===== config.mk =====
export PLATFORM = sky130hd
export DESIGN_NAME = ssd_scan_driver
export DESIGN_NICKNAME = d
export VERILOG_FILES = /design/src/rtl/ssd_pkg.sv /design/src/rtl/ssd_scan_driver_bin2bcd_dd.sv /design/src/rtl/ssd_scan_driver.sv
export SDC_FILE = /design/constraint.sdc
export NUM_CORES = 1
export LEC_CHECK = 0
export BUFFER_PORTS_ARGS = -buffer_cell sky130_fd_sc_hd__buf_4
export CAP_MARGIN = 20
export CORE_ASPECT_RATIO = 0.9
export CORE_MARGIN = 5
export CORE_UTILIZATION = 30
export CTS_CLUSTER_SIZE = 16
export DETAILED_ROUTE_END_ITERATION = 10
export PLACE_DENSITY_LB_ADDON = 0.2
export REMOVE_ABC_BUFFERS = 1
export SLEW_MARGIN = 20
export SYNTH_ARGS = -nofsm -noshare
export SYNTH_HDL_FRONTEND = slang
export SYNTH_SLANG_ARGS = --single-unit

===== constraint.sdc =====
create_clock -name clk -period 5.4 [get_ports clk]
set_input_delay 0 -clock clk [delete_from_list [all_inputs] [get_ports clk]]
set_output_delay 0 -clock clk [all_outputs]
set_load 0.02 [all_outputs]

===== src/rtl/ssd_pkg.sv =====
// Shared definitions for the seven-segment scan driver:
// FSM encoding and active-low segment patterns {g,f,e,d,c,b,a}.
package ssd_pkg;

    localparam logic [1:0] ST_IDLE    = 2'd0;
    localparam logic [1:0] ST_CONVERT = 2'd1;
    localparam logic [1:0] ST_COMMIT  = 2'd2;

    localparam logic [6:0] SEG_BLANK = 7'h7F;
    localparam logic [6:0] SEG_DASH  = 7'h3F;

    // Entry n is the pattern for hex digit n
    localparam logic [15:0][6:0] SEG_TABLE = {
        7'h0E, 7'h06, 7'h21, 7'h46,
        7'h03, 7'h08, 7'h10, 7'h00,
        7'h78, 7'h02, 7'h12, 7'h19,
        7'h30, 7'h24, 7'h79, 7'h40
    };

    function automatic logic [6:0] seg_of(input logic [3:0] v);
        return SEG_TABLE[v];
    endfunction

endpackage


===== src/rtl/ssd_scan_driver_bin2bcd_dd.sv =====
// Sequential double-dabble binary-to-BCD engine, one bit per cycle.
// Bits carried out of the top nibble set a sticky overflow flag.
module bin2bcd_dd
    import ssd_pkg::*;
#(
    parameter int DIGITS   = 4,
    parameter int IN_WIDTH = 13
) (
    input  logic                     clk,
    input  logic                     rst,
    input  logic                     start,
    input  logic [IN_WIDTH-1:0]      din,
    output logic [DIGITS-1:0][3:0]   bcd,
    output logic                     ovf,
    output logic                     done
);

    localparam int CW = $clog2(IN_WIDTH + 1);

    logic [IN_WIDTH-1:0]    bin_q, bin_d;
    logic [DIGITS-1:0][3:0] bcd_q, bcd_d, adj;
    logic [CW-1:0]          cnt_q, cnt_d;
    logic                   ovf_q, ovf_d;
    logic                   active_q, active_d;

    always_comb begin
        adj = bcd_q;
        for (int i = 0; i < DIGITS; i++) begin
            if (bcd_q[i] >= 4'd5) adj[i] = bcd_q[i] + 4'd3;
        end
        done     = active_q && (cnt_q == CW'(IN_WIDTH - 1));
        bin_d    = bin_q;
        bcd_d    = bcd_q;
        cnt_d    = cnt_q;
        ovf_d    = ovf_q;
        active_d = active_q;
        if (start) begin
            bin_d    = din;
            bcd_d    = '0;
            cnt_d    = '0;
            ovf_d    = 1'b0;
            active_d = 1'b1;
        end else if (active_q) begin
            {bcd_d, bin_d} = {adj, bin_q} << 1;
            ovf_d          = ovf_q | adj[DIGITS-1][3];
            cnt_d          = cnt_q + 1'b1;
            if (done) active_d = 1'b0;
        end
    end

    always_ff @(posedge clk or posedge rst) begin
        if (rst) begin
            bin_q    <= '0;
            bcd_q    <= '0;
            cnt_q    <= '0;
            ovf_q    <= 1'b0;
            active_q <= 1'b0;
        end else begin
            bin_q    <= bin_d;
            bcd_q    <= bcd_d;
            cnt_q    <= cnt_d;
            ovf_q    <= ovf_d;
            active_q <= active_d;
        end
    end

    assign bcd = bcd_q;
    assign ovf = ovf_q;

endmodule


===== src/rtl/ssd_scan_driver.sv =====
// Multi-digit seven-segment scan driver with double-dabble conversion.
// Optional macro SSD_LZ_BLANK_EN blanks leading zero digits.
module ssd_scan_driver
    import ssd_pkg::*;
#(
    parameter int DIGITS      = 4,
    parameter int IN_WIDTH    = 13,
    parameter int REFRESH_DIV = 100000
) (
    input  logic                clk,
    input  logic                rst,
    input  logic [IN_WIDTH-1:0] num,
    input  logic                load,
    output logic                busy,
    output logic                ovf,
    output logic [DIGITS-1:0]   anode,
    output logic [6:0]          seg
);

    localparam int IW = (DIGITS > 1) ? $clog2(DIGITS) : 1;
    localparam int PW = $clog2(REFRESH_DIV);

    logic [1:0]             state_q, state_d;
    logic                   busy_q, busy_d;
    logic                   ovf_q, ovf_d;
    logic [DIGITS-1:0][3:0] disp_q, disp_d;
    logic [IW-1:0]          idx_q, idx_d;
    logic [PW-1:0]          pre_q, pre_d;
    logic                   lit_q, lit_d;
    logic [DIGITS-1:0]      anode_q, anode_d;
    logic [6:0]             seg_q, seg_d;

    logic                   start;
    logic                   eng_done;
    logic                   eng_ovf;
    logic [DIGITS-1:0][3:0] eng_bcd;
    logic                   wrap;
    logic                   lz;

    assign start = (state_q == ST_IDLE) && load;

    bin2bcd_dd #(
        .DIGITS   (DIGITS),
        .IN_WIDTH (IN_WIDTH)
    ) u_dd (
        .clk   (clk),
        .rst   (rst),
        .start (start),
        .din   (num),
        .bcd   (eng_bcd),
        .ovf   (eng_ovf),
        .done  (eng_done)
    );

    always_comb begin
        state_d = state_q;
        disp_d  = disp_q;
        ovf_d   = ovf_q;
        case (state_q)
            ST_IDLE:    if (load) state_d = ST_CONVERT;
            ST_CONVERT: if (eng_done) state_d = ST_COMMIT;
            ST_COMMIT: begin
                disp_d  = eng_bcd;
                ovf_d   = eng_ovf;
                state_d = ST_IDLE;
            end
            default:    state_d = ST_IDLE;
        endcase
        busy_d = (state_d != ST_IDLE);
    end

    // Digit 0 only lights after the first prescaler wrap
    always_comb begin
        wrap  = (pre_q == PW'(REFRESH_DIV - 1));
        pre_d = wrap ? '0 : pre_q + 1'b1;
        lit_d = lit_q | wrap;
        idx_d = idx_q;
        if (wrap && lit_q) begin
            idx_d = (idx_q == IW'(DIGITS - 1)) ? '0 : idx_q + 1'b1;
        end
        anode_d = '1;
        if (lit_d) anode_d[idx_d] = 1'b0;
    end

    always_comb begin
`ifdef SSD_LZ_BLANK_EN
        lz = (idx_d != '0);
        for (int i = 0; i < DIGITS; i++) begin
            if (IW'(i) >= idx_d && disp_d[i] != 4'd0) lz = 1'b0;
        end
`else
        lz = 1'b0;
`endif
        seg_d = SEG_BLANK;
        if (lit_d) begin
            if (ovf_d)   seg_d = SEG_DASH;
            else if (lz) seg_d = SEG_BLANK;
            else         seg_d = seg_of(disp_d[idx_d]);
        end
    end

    always_ff @(posedge clk or posedge rst) begin
        if (rst) begin
            state_q <= ST_IDLE;
            busy_q  <= 1'b0;
            ovf_q   <= 1'b0;
            disp_q  <= '0;
            idx_q   <= '0;
            pre_q   <= '0;
            lit_q   <= 1'b0;
            anode_q <= '1;
            seg_q   <= SEG_BLANK;
        end else begin
            state_q <= state_d;
            busy_q  <= busy_d;
            ovf_q   <= ovf_d;
            disp_q  <= disp_d;
            idx_q   <= idx_d;
            pre_q   <= pre_d;
            lit_q   <= lit_d;
            anode_q <= anode_d;
            seg_q   <= seg_d;
        end
    end

    assign busy  = busy_q;
    assign ovf   = ovf_q;
    assign anode = anode_q;
    assign seg   = seg_q;

endmodule


==> results of run 1 <==
==> metal layers <==
layer	share of wire (%)	vias up	wire, um	global-route usage [%]
li1	-	1562	-	-
met3	2.9	5	254	2.898
met5	0	-	0	0
met4	0.94	0	81	3.077
met2	46	34	3999	16.52
met1	50	1513	4322	13.48
==> flip-flops by register name, summed over array words and instances (netlist names) <==
signal	count
ovf	1
u_dd.bin_q	13
pre_q	17
busy	1
idx_q	2
seg	7
state_q	2
anode	4
u_dd.bcd	16
u_dd.ovf	1
disp_q	16
u_dd.active_q	1
lit_q	1
u_dd.cnt_q	4
==> final timing paths <==
kind | from | to | slack [ps] | cells past startpoint
max in group asynchronous | rst | state_q[1] | 4420 | 4
worst max-delay path | pre_q[0] | seg[6] | 2220 | 11
worst max register to register | pre_q[0] | seg[6] | 2220 | 11
min in group asynchronous | rst | busy | 430 | 4
worst min register to register | pre_q[0] | pre_q[0] | 480 | 1
worst min-delay path | num[5] | u_dd.bin_q[5] | 410 | 4
==> cell type report <==
cell class	count	area (sq um)
clock inverters	5	81.33
fillers	1497	9388
repair buffers	46	386.6
flip-flops and latches	86	2166
multi-input cells	299	2201
clock buffers	11	242.7
inverters	28	106.4
well taps	198	247.7
==> worst reg2reg max path, cell delays in order, from the launching register on <==
cell and delay [ps]:
dfrtp_1 380, ha_1 210, and4_1 300, and4_1 590, nand3_4 150, and3b_1 230
o32ai_4 320, inv_1 160, ha_1 220, mux2_1 300, a2bb2oi_1 200, o21ai_2 60
==> per-stage QoR <==
stage | setup slack (ps) | area (sq um) | total power [W]
after floorplan | 1960 | 4467 | 0.001569
after detailed placement | 2218 | 4954 | 0.001765
after global routing | 1973 | 5431 | 0.002630
after CTS | 2205 | 5418 | 0.002464
after global placement | 2286 | 4954 | 0.001740
final | 2224 | 5431 | 0.002422
==> placed cells by master (no fill, tap or decap), drive strengths merged, types with 6 or more instances in the layout <==
cell         count
nand4            6
o21ai           36
dfrtp           75
buf             31
clkbuf          11
mux2i           31
nand2b           7
inv             27
mux4             8
nand2           42
nor2            41
xnor2           11
dfstp           11
ha              19
nand3           14
dlygate4sd3     15
mux2             7
a21oi           26
xor2            12
==> power by group through the flow <==
| stage | registers [W] | clock network, W | logic [W] |
|---|---|---|---|
| after floorplan | 0.000957 | 0 | 0.000612 |
| after global placement | 0.000964 | 0 | 0.000776 |
| after detailed placement | 0.000973 | 0 | 0.000792 |
| after CTS | 0.000962 | 0.000695 | 0.000807 |
| after global routing | 0.000986 | 0.000721 | 0.000923 |
| final | 0.000963 | 0.000666 | 0.000793 |
==> logic make-up (layout without fill, tap and decap cells) <==
kind of cell	Yosys count	count (layout)	synth area share (%)
buf+inv	46	90	4.152
simple gates	132	132	15.32
xor+xnor	23	23	4.427
compound gates	79	79	10.42
flops	86	86	47.59
mux	46	46	12.87
fa+ha+maj	19	19	5.224
==> timing repair <==
action | 4_1_cts | 5_1_grt
buffers inserted | 0 | 0
hold endpoints to repair | 14 | 64
setup endpoints to repair | 0 | 0
hold buffers | 14 | 1
==> summary.md, run 1 <==
| Metric | Value |
|---|---|
| Leakage | `around 2.5 nW` |
| Sw Pwr | `between 0.0008 and 0.0009 W` |
| YS warnings | `0` |
| Placer Congestion | `0.7602` |
| Post-synth top area share | `41.24%` |
| GRT Util Overall | `between 10 and 15%` |
| Commonest cells post-synth | `dfrtp_1, nand2_1, nor2_1, o21ai_0, mux2i_1` |
| Worst Setup End Kind | `register` |
| Slew margin rel. | `a little under two fifths` |
| Post-DRT Antenna Nets | `0` |
| Setup CP Type | `reg2reg` |
| Max IR drop VDD | `174.6 uV` |
| Crit path cell chain | `ha_1 -> and4_1 -> and4_1 -> nand3_4 -> and3b_1 -> o32ai_4 -> inv_1 -> ha_1 -> mux2_1 -> a2bb2oi_1 -> o21ai_2` |
| Pins over their slew limit | `0` |
| Top delay family on crit path | `simple AND/OR/NAND/NOR gates` |
| Clock sinks | `86` |
| Fmax | `between 300 and 400 MHz` |
| RSZ-0062 raised after global routing | `no` |
| IO Count | `29` |
| Cts repair resizes | `0` |
| Root Driver | `clkbuf_16` |
| Worst-Margin Slew | `about 910 ps` |
| Number of DRC markers in iteration 0 | `136` |
| CP Buf/Inv Count | `1` |
| Final hold slack | `slightly above 400 ps` |
| Routed via count | `just over 3000` |
| FF+latch count, synth | `86` |
| Clock share of power | `between 20% and 30%` |
| Clk_lat worst skew | `between 300 and 400 ps` |
| TritonCTS buffer count | `9` |
| Largest net degree at the start of global routing | `just under 90` |
| Util after Layout | `36.65%` |
| Slowest CP cell | `and4_1` |
| # diodes | `0` |
| First-pass GRT wire length | `between 10 and 15 mm` |
| # setup viols final | `0` |
| Vias per cell | `4.627` |
| Sw Share | `about a third` |
| Die extent in y | `around 130 um` |
| Routed len/inst | `between 10 and 15 um` |
| Layout area overhead | `19.36%` |
| Yosys top cell by area | `dfrtp_1` |
| GR Overflow Total | `0` |
| Max clock buf depth | `2` |
| HP Class | `in2reg` |
| Cells after Synth | `around 430` |
| NumNets Final | `between 500 and 600` |
| Non-Filler Instances | `between 600 and 700` |
| Most numerous cell in the Yosys netlist | `dfrtp_1` |
| Min Clock Period, post-route | `between 3000 and 4000 ps` |
| CP max FO | `15` |
| Clock-pin transition on the worst setup and hold timing paths | `approximately 70 ps` |
| Ranking of synthesized cells by area | `dfrtp_1, mux2i_1, dfstp_2` |
| Share of layout cells above drive strength 1 | `18.32%` |
| Die area | `around 18000 sq um` |
| Sequential cell area fraction in the yosys report | `approximately 48%` |
| Final hold violations | `0` |
| Startpoint Class | `register` |
| CTS tree | `built` |
| Clock Skew | `roughly 6.9 ps` |
| Crit-path max cell delay | `590 ps` |
| Setup TNS | `0 ps` |
| Core area | `14820 sq um` |
| Num rows | `42` |
| H-tree Lvls | `3` |
| Pwr/cell area | `between 400 and 500 nW/um^2` |
| Crit share post-route | `58.81%` |
| Post-synth cell types | `55` |
| Residual DRC | `0` |
| Final wirelength | `roughly 8.7 mm` |
| Die width | `139.8 um` |
| Initial antenna violation count | `0` |
| Req. time, crit path | `approximately 5700 ps` |
| Pint | `~0.0016 W` |
| Post-Syn Area | `approximately 4600 sq um` |
| Port bufs | `28` |
| WP data arrival | `3440 ps` |
| DP HPWL | `about 5.9 mm` |
| Detailed Routing Iterations Pass 1 | `4` |
| Maxcap violations | `0` |
| FFs w/ async S/R, synth | `100.0%` |
| Number of global-route vias before repair | `around 3100` |
| Combinational Power Share | `roughly a third` |
| Outcome | `finished clean` |
| Post-placement cell count | `between 600 and 700` |
| Initial Utilization | `between 30% and 40%` |
| Post-synth EDFFs | `0` |
| Ys flop type | `dfrtp_1` |
| Seq pwr share | `about two fifths` |
| Synth Area per Inst | `10.56 sq um` |
Note: power is estimated with default switching activity, not from simulation.
==> run 2, diff against run 1 <==
--- a/config.mk
+++ b/config.mk
@@ -5,6 +5,7 @@
 export SDC_FILE = /design/constraint.sdc
 export NUM_CORES = 1
 export LEC_CHECK = 0
+export ABC_AREA = 1
 export BUFFER_PORTS_ARGS = -buffer_cell sky130_fd_sc_hd__buf_4
 export CAP_MARGIN = 20
 export CORE_ASPECT_RATIO = 0.9
==> constraint.sdc (replaced) <==
create_clock -name clk -period 2.9 [get_ports clk]
set_input_delay 0 -clock clk [delete_from_list [all_inputs] [get_ports clk]]
set_output_delay 0 -clock clk [all_outputs]
set_load 0.02 [all_outputs]
==> run 2 against run 1 <==
- wire length is 3.5% higher
- hold slack worse by 370 ps
- global-route usage is 0.98 points higher
- via count is 9.5% higher
- final cell count is 13% higher
- clock power is 82% higher
- critical path depth is 6 higher
- largest cell class is now flip-flops and latches
==> summary.md, run 2 <==
| Metric | Value |
|---|---|
| M3 GR Usage | `3.173% (+0.27 points)` |
| Fmax | `392.1 MHz (+25%)` |
| Port bufs | `28 (unchanged)` |
| Most flop-heavy register | `pre_q` |
| CTS tree | `built` |
| Crit path cell chain | `ha_1 -> nand2_2 -> nor2_4 -> nand3_4 -> nor2_8 -> nand4_1 -> nand2_4 -> nor2_1 -> nand2_1 -> nand2_2 -> nor2_4 -> inv_2 -> ha_1 -> inv_1 -> nand2_1 -> nand3_1 -> nand3_1` |
| Cts repair resizes | `0 (unchanged)` |
| Initial Utilization | `30.25% (-0.46 points)` |
| Clock Skew | `7.278 ps (+0.3711 ps)` |
| Worst slack, placed | `333.4 ps (-1884 ps)` |
| Number of DRC markers in iteration 0 | `181 (+33%)` |
| Min Clock Period, post-route | `2550 ps (-625.6 ps)` |
| Cells after Synth | `505 (+17%)` |
| Max FFs per register | `17 (unchanged)` |
| Met2 GRT Util | `17.77% (+1.2 points)` |
| Residual DRC | `0 (unchanged)` |
| GR Util met1 | `15.33% (+1.8 points)` |
| Num rows | `42 (unchanged)` |
| Post-Syn Area | `4403 sq um (-3.2%)` |
| Layout area overhead | `21.97%` |
| Maxcap violations | `0 (unchanged)` |
| NumNets Final | `594 (+18%)` |
| Placer Congestion | `0.8104 (+6.6%)` |
| Commonest cells post-synth | `nand2_1, dfrtp_1, inv_1, o21ai_0, nand3_1` |
| Detailed Routing Iterations Pass 1 | `4 (unchanged)` |
| Pins over their slew limit | `0 (unchanged)` |
| Post-DRT Antenna Nets | `0 (unchanged)` |
| Die extent in y | `124.9 um (-1.5%)` |
| TritonCTS buffer count | `9 (unchanged)` |
| Root Driver | `clkbuf_16` |
| GRT Util Overall | `11.22% (+0.98 points)` |
| Clk_lat worst skew | `340 ps (about the same)` |
| Yosys top cell by area | `dfrtp_1` |
| Most common cell after layout, fill and taps aside | `nand2_1` |
| Post-synth top area share | `42.63% (+1.4 points)` |
| Max IR drop VDD | `345.8 uV (+98%)` |
| DP HPWL | `6.525 mm (+11%)` |
| GR Overflow Total | `0 (unchanged)` |
| Final setup margin | `349.8 ps (-1874 ps)` |
| YS warnings | `0 (unchanged)` |
| Sequential cell area fraction in the yosys report | `49.19% (+1.6 points)` |
| Number of global-route vias before repair | `3388 (+8.5%)` |
| Vias per cell | `4.475 (-3.3%)` |
| Worst-Margin Slew | `640.4 ps (-270.8 ps)` |
| Share of layout cells above drive strength 1 | `18.44% (+0.12 points)` |
| Setup TNS | `0 ps (unchanged)` |
| Final hold violations | `0 (unchanged)` |
| Post-synth cell types | `39 (-29%)` |
| Max clock buf depth | `2 (unchanged)` |
| Post-CTS setup buffer count | `0 (unchanged)` |
| WP data arrival | `2790 ps (-650 ps)` |
| Largest net degree at the start of global routing | `52 (-40%)` |
| Leakage | `2.525 nW (+2.0%)` |
| IO Count | `29 (unchanged)` |
| Req. time, crit path | `3140 ps (-2520 ps)` |
| # setup viols final | `0 (unchanged)` |
| # diodes | `0 (unchanged)` |
| Slew margin rel. | `57.25% (+20 points)` |
| Most numerous cell in the Yosys netlist | `nand2_1` |
| Commonest cells after routing, fill and taps aside | `nand2_1, dfrtp_1, inv_1` |
| FF+latch count, synth | `86 (unchanged)` |
| Fill count | `1508 (+0.73%)` |
| First-pass GRT wire length | `15.88 mm (+6.6%)` |
| Synth Area per Inst | `8.719 sq um (-17%)` |
| Pwr/cell area | `800.1 nW/um^2 (+79%)` |
| Die width | `137.7 um (-1.5%)` |
| Crit share post-route | `87.94% (+29 points)` |
| RSZ-0062 raised after global routing | `no` |
| Startpoint Class | `register` |
| H-tree Lvls | `3 (unchanged)` |
| Outcome | `finished clean` |
| Worst Setup End Kind | `register` |
| Crit-path max cell delay | `370 ps (-220 ps)` |
| Post-synth EDFFs | `0 (unchanged)` |
| HP Class | `in2reg` |
| Setup CP Type | `reg2reg` |
| Busiest grt layer | `met2` |
| Clock-pin transition on the worst setup and hold timing paths | `60 ps (about the same)` |
| Ys flop type | `dfrtp_1` |
| Routed len/inst | `11.75 um (-8.6%)` |
| Ranking of synthesized cells by area | `dfrtp_1, nand2_1, dfstp_2` |
| # hold bufs at CTS | `14 (unchanged)` |
| Die area | `17200 sq um (-3.0%)` |
| Routed via count | `3410 (+9.5%)` |
| CP max FO | `8 (-7)` |
| Slowest CP cell | `dfrtp_1` |
| FFs w/ async S/R, synth | `100.0% (unchanged)` |
| Clock sinks | `86 (unchanged)` |
| Initial antenna violation count | `0 (unchanged)` |
| Final wirelength | `8.957 mm (+3.5%)` |
| Core area | `14560 sq um (-1.8%)` |
[run 2: final timing paths]
kind / from / to / slack (ps) / depth (start not counted)
min in group asynchronous: rst / busy / 290 / 3
max in group asynchronous: rst / seg[4] / 1880 / 4
worst min register to register: pre_q[0] / pre_q[0] / 470 / 1
worst min-delay path: load / busy / 40 / 3
worst max-delay path: pre_q[0] / seg[3] / 350 / 17
worst max register to register: pre_q[0] / seg[3] / 350 / 17
[run 2: report_power, final]
| group | switching (W) | internal (W) |
|---|---|---|
| registers | 0.000143 | 0.00150 |
| logic | 0.000912 | 0.000532 |
| clock network | 0.000466 | 0.000739 |
| total | 0.00152 | 0.00278 |
[run 2: metal layers]
metal | share of wire, % | up-vias | wire (um)
met1 | 49 | 1601 | 4428
met4 | 0.97 | 0 | 87
met5 | 0 | - | 0
li1 | - | 1750 | -
met3 | 4.0 | 9 | 358
met2 | 46 | 50 | 4083
[run 2: cell type report]
cell class,count,area (sq um),area share (%)
Clock buffer,12,266.5,4.963
Clock inverter,4,53.80,1.002
Multi-Input combinational cell,340,1937,36.07
Inverter,71,269.0,5.009
Timing Repair Buffer,51,430.4,8.015
Sequential cell,86,2166,40.33
Tap cell,198,247.7,4.613
[run 2: worst max-delay path, delay by kind of cell, from the launching register on]
| kind | cells | cell delay, ps |
|---|---|---|
| flip-flops | 1 | 370 |
| adder cells (fa/ha/maj) | 2 | 440 |
| buffers and inverters | 2 | 160 |
| AND/OR/NAND/NOR | 13 | 1490 |
[run 2: cells by family after synthesis]
kind of cell | synth area share (%)
AO/OA/AOI/OAI | 10.86
XOR/XNOR | 0.9946
adder cells (fa/ha/maj) | 5.399
buffers and inverters | 6.820
flip-flops | 49.19
multiplexers | 0.2273
AND/OR/NAND/NOR | 26.51
[run 2: stage by stage]
| stage | total power, W | instance area, sq um | utilization (%) | hold WS [ps] | std cells |
|---|---|---|---|---|---|
| finish | 0.004297 | 5370 | 36.89 | 35.02 | 762 |
| global placement | 0.003088 | 4910 | 33.73 | 120.8 | 732 |
| CTS | 0.004365 | 5370 | 36.89 | 25.27 | 762 |
| floorplan | 0.002687 | 4370 | - | 121.0 | 497 |
| global route | 0.004664 | 5370 | 36.89 | 62.41 | 762 |
| detailed placement | 0.003118 | 4910 | 33.73 | 118.4 | 732 |
==> run 3, diff against run 2 <==
--- a/config.mk
+++ b/config.mk
@@ -8,12 +8,14 @@
 export ABC_AREA = 1
 export BUFFER_PORTS_ARGS = -buffer_cell sky130_fd_sc_hd__buf_4
 export CAP_MARGIN = 20
-export CORE_ASPECT_RATIO = 0.9
+export CORE_ASPECT_RATIO = 0.5
 export CORE_MARGIN = 5
 export CORE_UTILIZATION = 30
 export CTS_CLUSTER_SIZE = 16
 export DETAILED_ROUTE_END_ITERATION = 10
+export GPL_TIMING_DRIVEN = 0
 export PLACE_DENSITY_LB_ADDON = 0.2
+export RECOVER_POWER = 25
 export REMOVE_ABC_BUFFERS = 1
 export SLEW_MARGIN = 20
 export SYNTH_ARGS = -nofsm -noshare
==> run 3 against run 2 <==
- wire length increased by 1.4%
- non-clock buffer count decreased by 8
- critical path type unchanged
- largest power group unchanged
- die area increased by 0.83%
- largest cell class unchanged
- the run now ends with capacitance limit, slew limit left
- worst setup slack got worse by 58 ps
- flip-flop and latch count unchanged
==> summary.md, run 3 (synthesis gave the netlist of run 2 again) <==
| Metric | Value |
|---|---|
| Outcome | `finished, violations left` |
| Failing checks | `capacitance limit, slew limit` |
| Placer Congestion | `0.7738 (-4.5%)` |
| Fill count | `1518 (+0.66%)` |
| Leakage | `2.471 nW (-2.1%)` |
| Num rows | `31 (-26%)` |
| Min Clock Period, post-route | `2609 ps (+58.48 ps)` |
| WP data arrival | `2850 ps (+60 ps)` |
| Port bufs | `28 (unchanged)` |
| Die extent in y | `95.67 um (-23%)` |
| CTS tree | `built` |
| Clock sinks | `86 (unchanged)` |
| Core area | `14430 sq um (-0.88%)` |
| CP max FO | `8 (unchanged)` |
| # setup viols final | `0 (unchanged)` |
| Maxcap violations | `1 (+1)` |
| Pwr/cell area | `800.5 nW/um^2 (about the same)` |
| Root Driver | `clkbuf_16` |
| Routed via count | `3408 (-0.059%)` |
| Clock Skew | `7.587 ps (+0.3085 ps)` |
| Largest net degree at the start of global routing | `48 (-7.7%)` |
| Final hold violations | `0 (unchanged)` |
| HP Class | `in2reg` |
| Startpoint Class | `register` |
| Most common cell after layout, fill and taps aside | `nand2_1` |
| Final wirelength | `9.081 mm (+1.4%)` |
| Most flop-heavy register | `pre_q` |
| Detailed Routing Iterations Pass 1 | `4 (unchanged)` |
| H-tree Lvls | `3 (unchanged)` |
| # diodes | `0 (unchanged)` |
| RSZ-0062 raised after global routing | `no` |
| Slew margin rel. | `-27.32% (-85 points)` |
| Die width | `181.3 um (+32%)` |
| Pins over their slew limit | `40 (+40)` |
| Clock-pin transition on the worst setup and hold timing paths | `60 ps (about the same)` |
| Worst-Margin Slew | `1899 ps (+1259 ps)` |
| Util after Layout | `36.70% (-0.19 points)` |
| Commonest cells after routing, fill and taps aside | `nand2_1, dfrtp_1, inv_1` |
| Post-DRT Antenna Nets | `0 (unchanged)` |
| Initial antenna violation count | `0 (unchanged)` |
| GR Overflow Total | `0 (unchanged)` |
| Layout area overhead | `20.26%` |
| Max clock buf depth | `2 (unchanged)` |
| Fmax | `383.3 MHz (-2.2%)` |
| Setup CP Type | `reg2reg` |
| Die area | `17350 sq um (+0.83%)` |
| Number of global-route vias before repair | `3338 (-1.5%)` |
| Routed len/inst | `12.06 um (+2.6%)` |
| Number of DRC markers in iteration 0 | `134 (-26%)` |
| Req. time, crit path | `3140 ps (about the same)` |
| TritonCTS buffer count | `9 (unchanged)` |
| IO Count | `29 (unchanged)` |
| Worst Setup End Kind | `register` |
| Initial Utilization | `30.52% (+0.27 points)` |
| GRT Util Overall | `11.11% (-0.11 points)` |
| Max IR drop VDD | `334.1 uV (-3.4%)` |
| Residual DRC | `0 (unchanged)` |
| Tot Pwr | `0.004239 W (-1.3%)` |
| Max FFs per register | `17 (unchanged)` |
| Non-Filler Instances | `753 (-1.2%)` |
| Vias per cell | `4.526 (+1.1%)` |
| First-pass GRT wire length | `15.81 mm (-0.43%)` |
| Crit share post-route | `89.96% (+2.0 points)` |
| Post-placement cell count | `724 (-1.1%)` |
| Share of layout cells above drive strength 1 | `16.40% (-2.0 points)` |
| NumNets Final | `586 (-1.3%)` |
| DP HPWL | `6.236 mm (-4.4%)` |
| Clk_lat worst skew | `340 ps (about the same)` |
[run 3: cell types whose count changed in the layout (fill, tap and decap cells not counted), sizes merged]
| cell | change |
|---|---|
| clkbuf | +6 |
| buf | -14 |
| clkinv | -1 |
[run 3: critical path: stages, from the launching register on]
cell and delay, ps:
dfrtp_1 370, ha_1 200, nand2_2 80, nor2_4 190, nand3_4 120, nor2_8 170, nand4_1 160, nand2_4 170
nor2_1 80, nand2_1 70, nand2_2 80, nor2_4 190, inv_2 80, ha_1 250, nand3_1 100, nand2_1 60
nand2_1 60, nand4_1 70
[run 3: metrics by stage]
step	hold slack, ps	TNS [ps]	setup slack (ps)	instance area (sq um)
after CTS	24.62	0	244.5	5313
after floorplan	121.0	0	610.6	4370
final	31.18	0	291.3	5295
after global routing	80.27	0	19.97	5295
after global placement	211.5	-38990	-526.4	4828
after detailed placement	99.08	-0.09281	-0.09281	4858
[run 3: routing by layer]
| layer | share of wire, % | routed length, um | vias to the layer above | global-route usage, % |
|---|---|---|---|---|
| met3 | 2.7 | 249 | 10 | 2.401 |
| met4 | 1.2 | 112 | 0 | 3.184 |
| met2 | 44 | 3973 | 44 | 18.56 |
| met1 | 52 | 4745 | 1610 | 14.74 |
| li1 | - | - | 1744 | - |
| met5 | 0 | 0 | - | 0 |
[run 3: report_power, final]
part	internal [W]	total (W)	switching, W	leakage [nW]
sequential	0.00151	0.00165	0.000145	1.07
clock	0.000732	0.00120	0.000468	0.151
combinational	0.000481	0.00139	0.000908	1.25
[run 3: final timing paths]
| path | from | to | slack [ps] | cells past startpoint |
|---|---|---|---|---|
| min in group asynchronous | rst | pre_q[3] | 700 | 3 |
| min | load | busy | 30 | 3 |
| max reg2reg | pre_q[0] | seg[0] | 290 | 17 |
| max | pre_q[0] | seg[0] | 290 | 17 |
| min reg2reg | pre_q[0] | pre_q[0] | 460 | 1 |
| max in group asynchronous | rst | anode[2] | 1240 | 4 |
[run 3: timing repair]
item,CTS,global route
gates resized for setup,1,2
setup buffers,0,0
endpoints found under the setup margin,3,2
hold buffers,14,0
endpoints found under the hold margin,45,0
[run 3: cell type report]
cell class / count / area, sq um / area share, %
Inverter: 71 / 269.0 / 5.080
Tap cell: 198 / 247.7 / 4.679
Timing Repair Buffer: 43 / 359.1 / 6.782
Clock buffer: 12 / 266.5 / 5.033
Multi-Input combinational cell: 340 / 1944 / 36.72
Clock inverter: 3 / 42.54 / 0.8034
Sequential cell: 86 / 2166 / 40.90
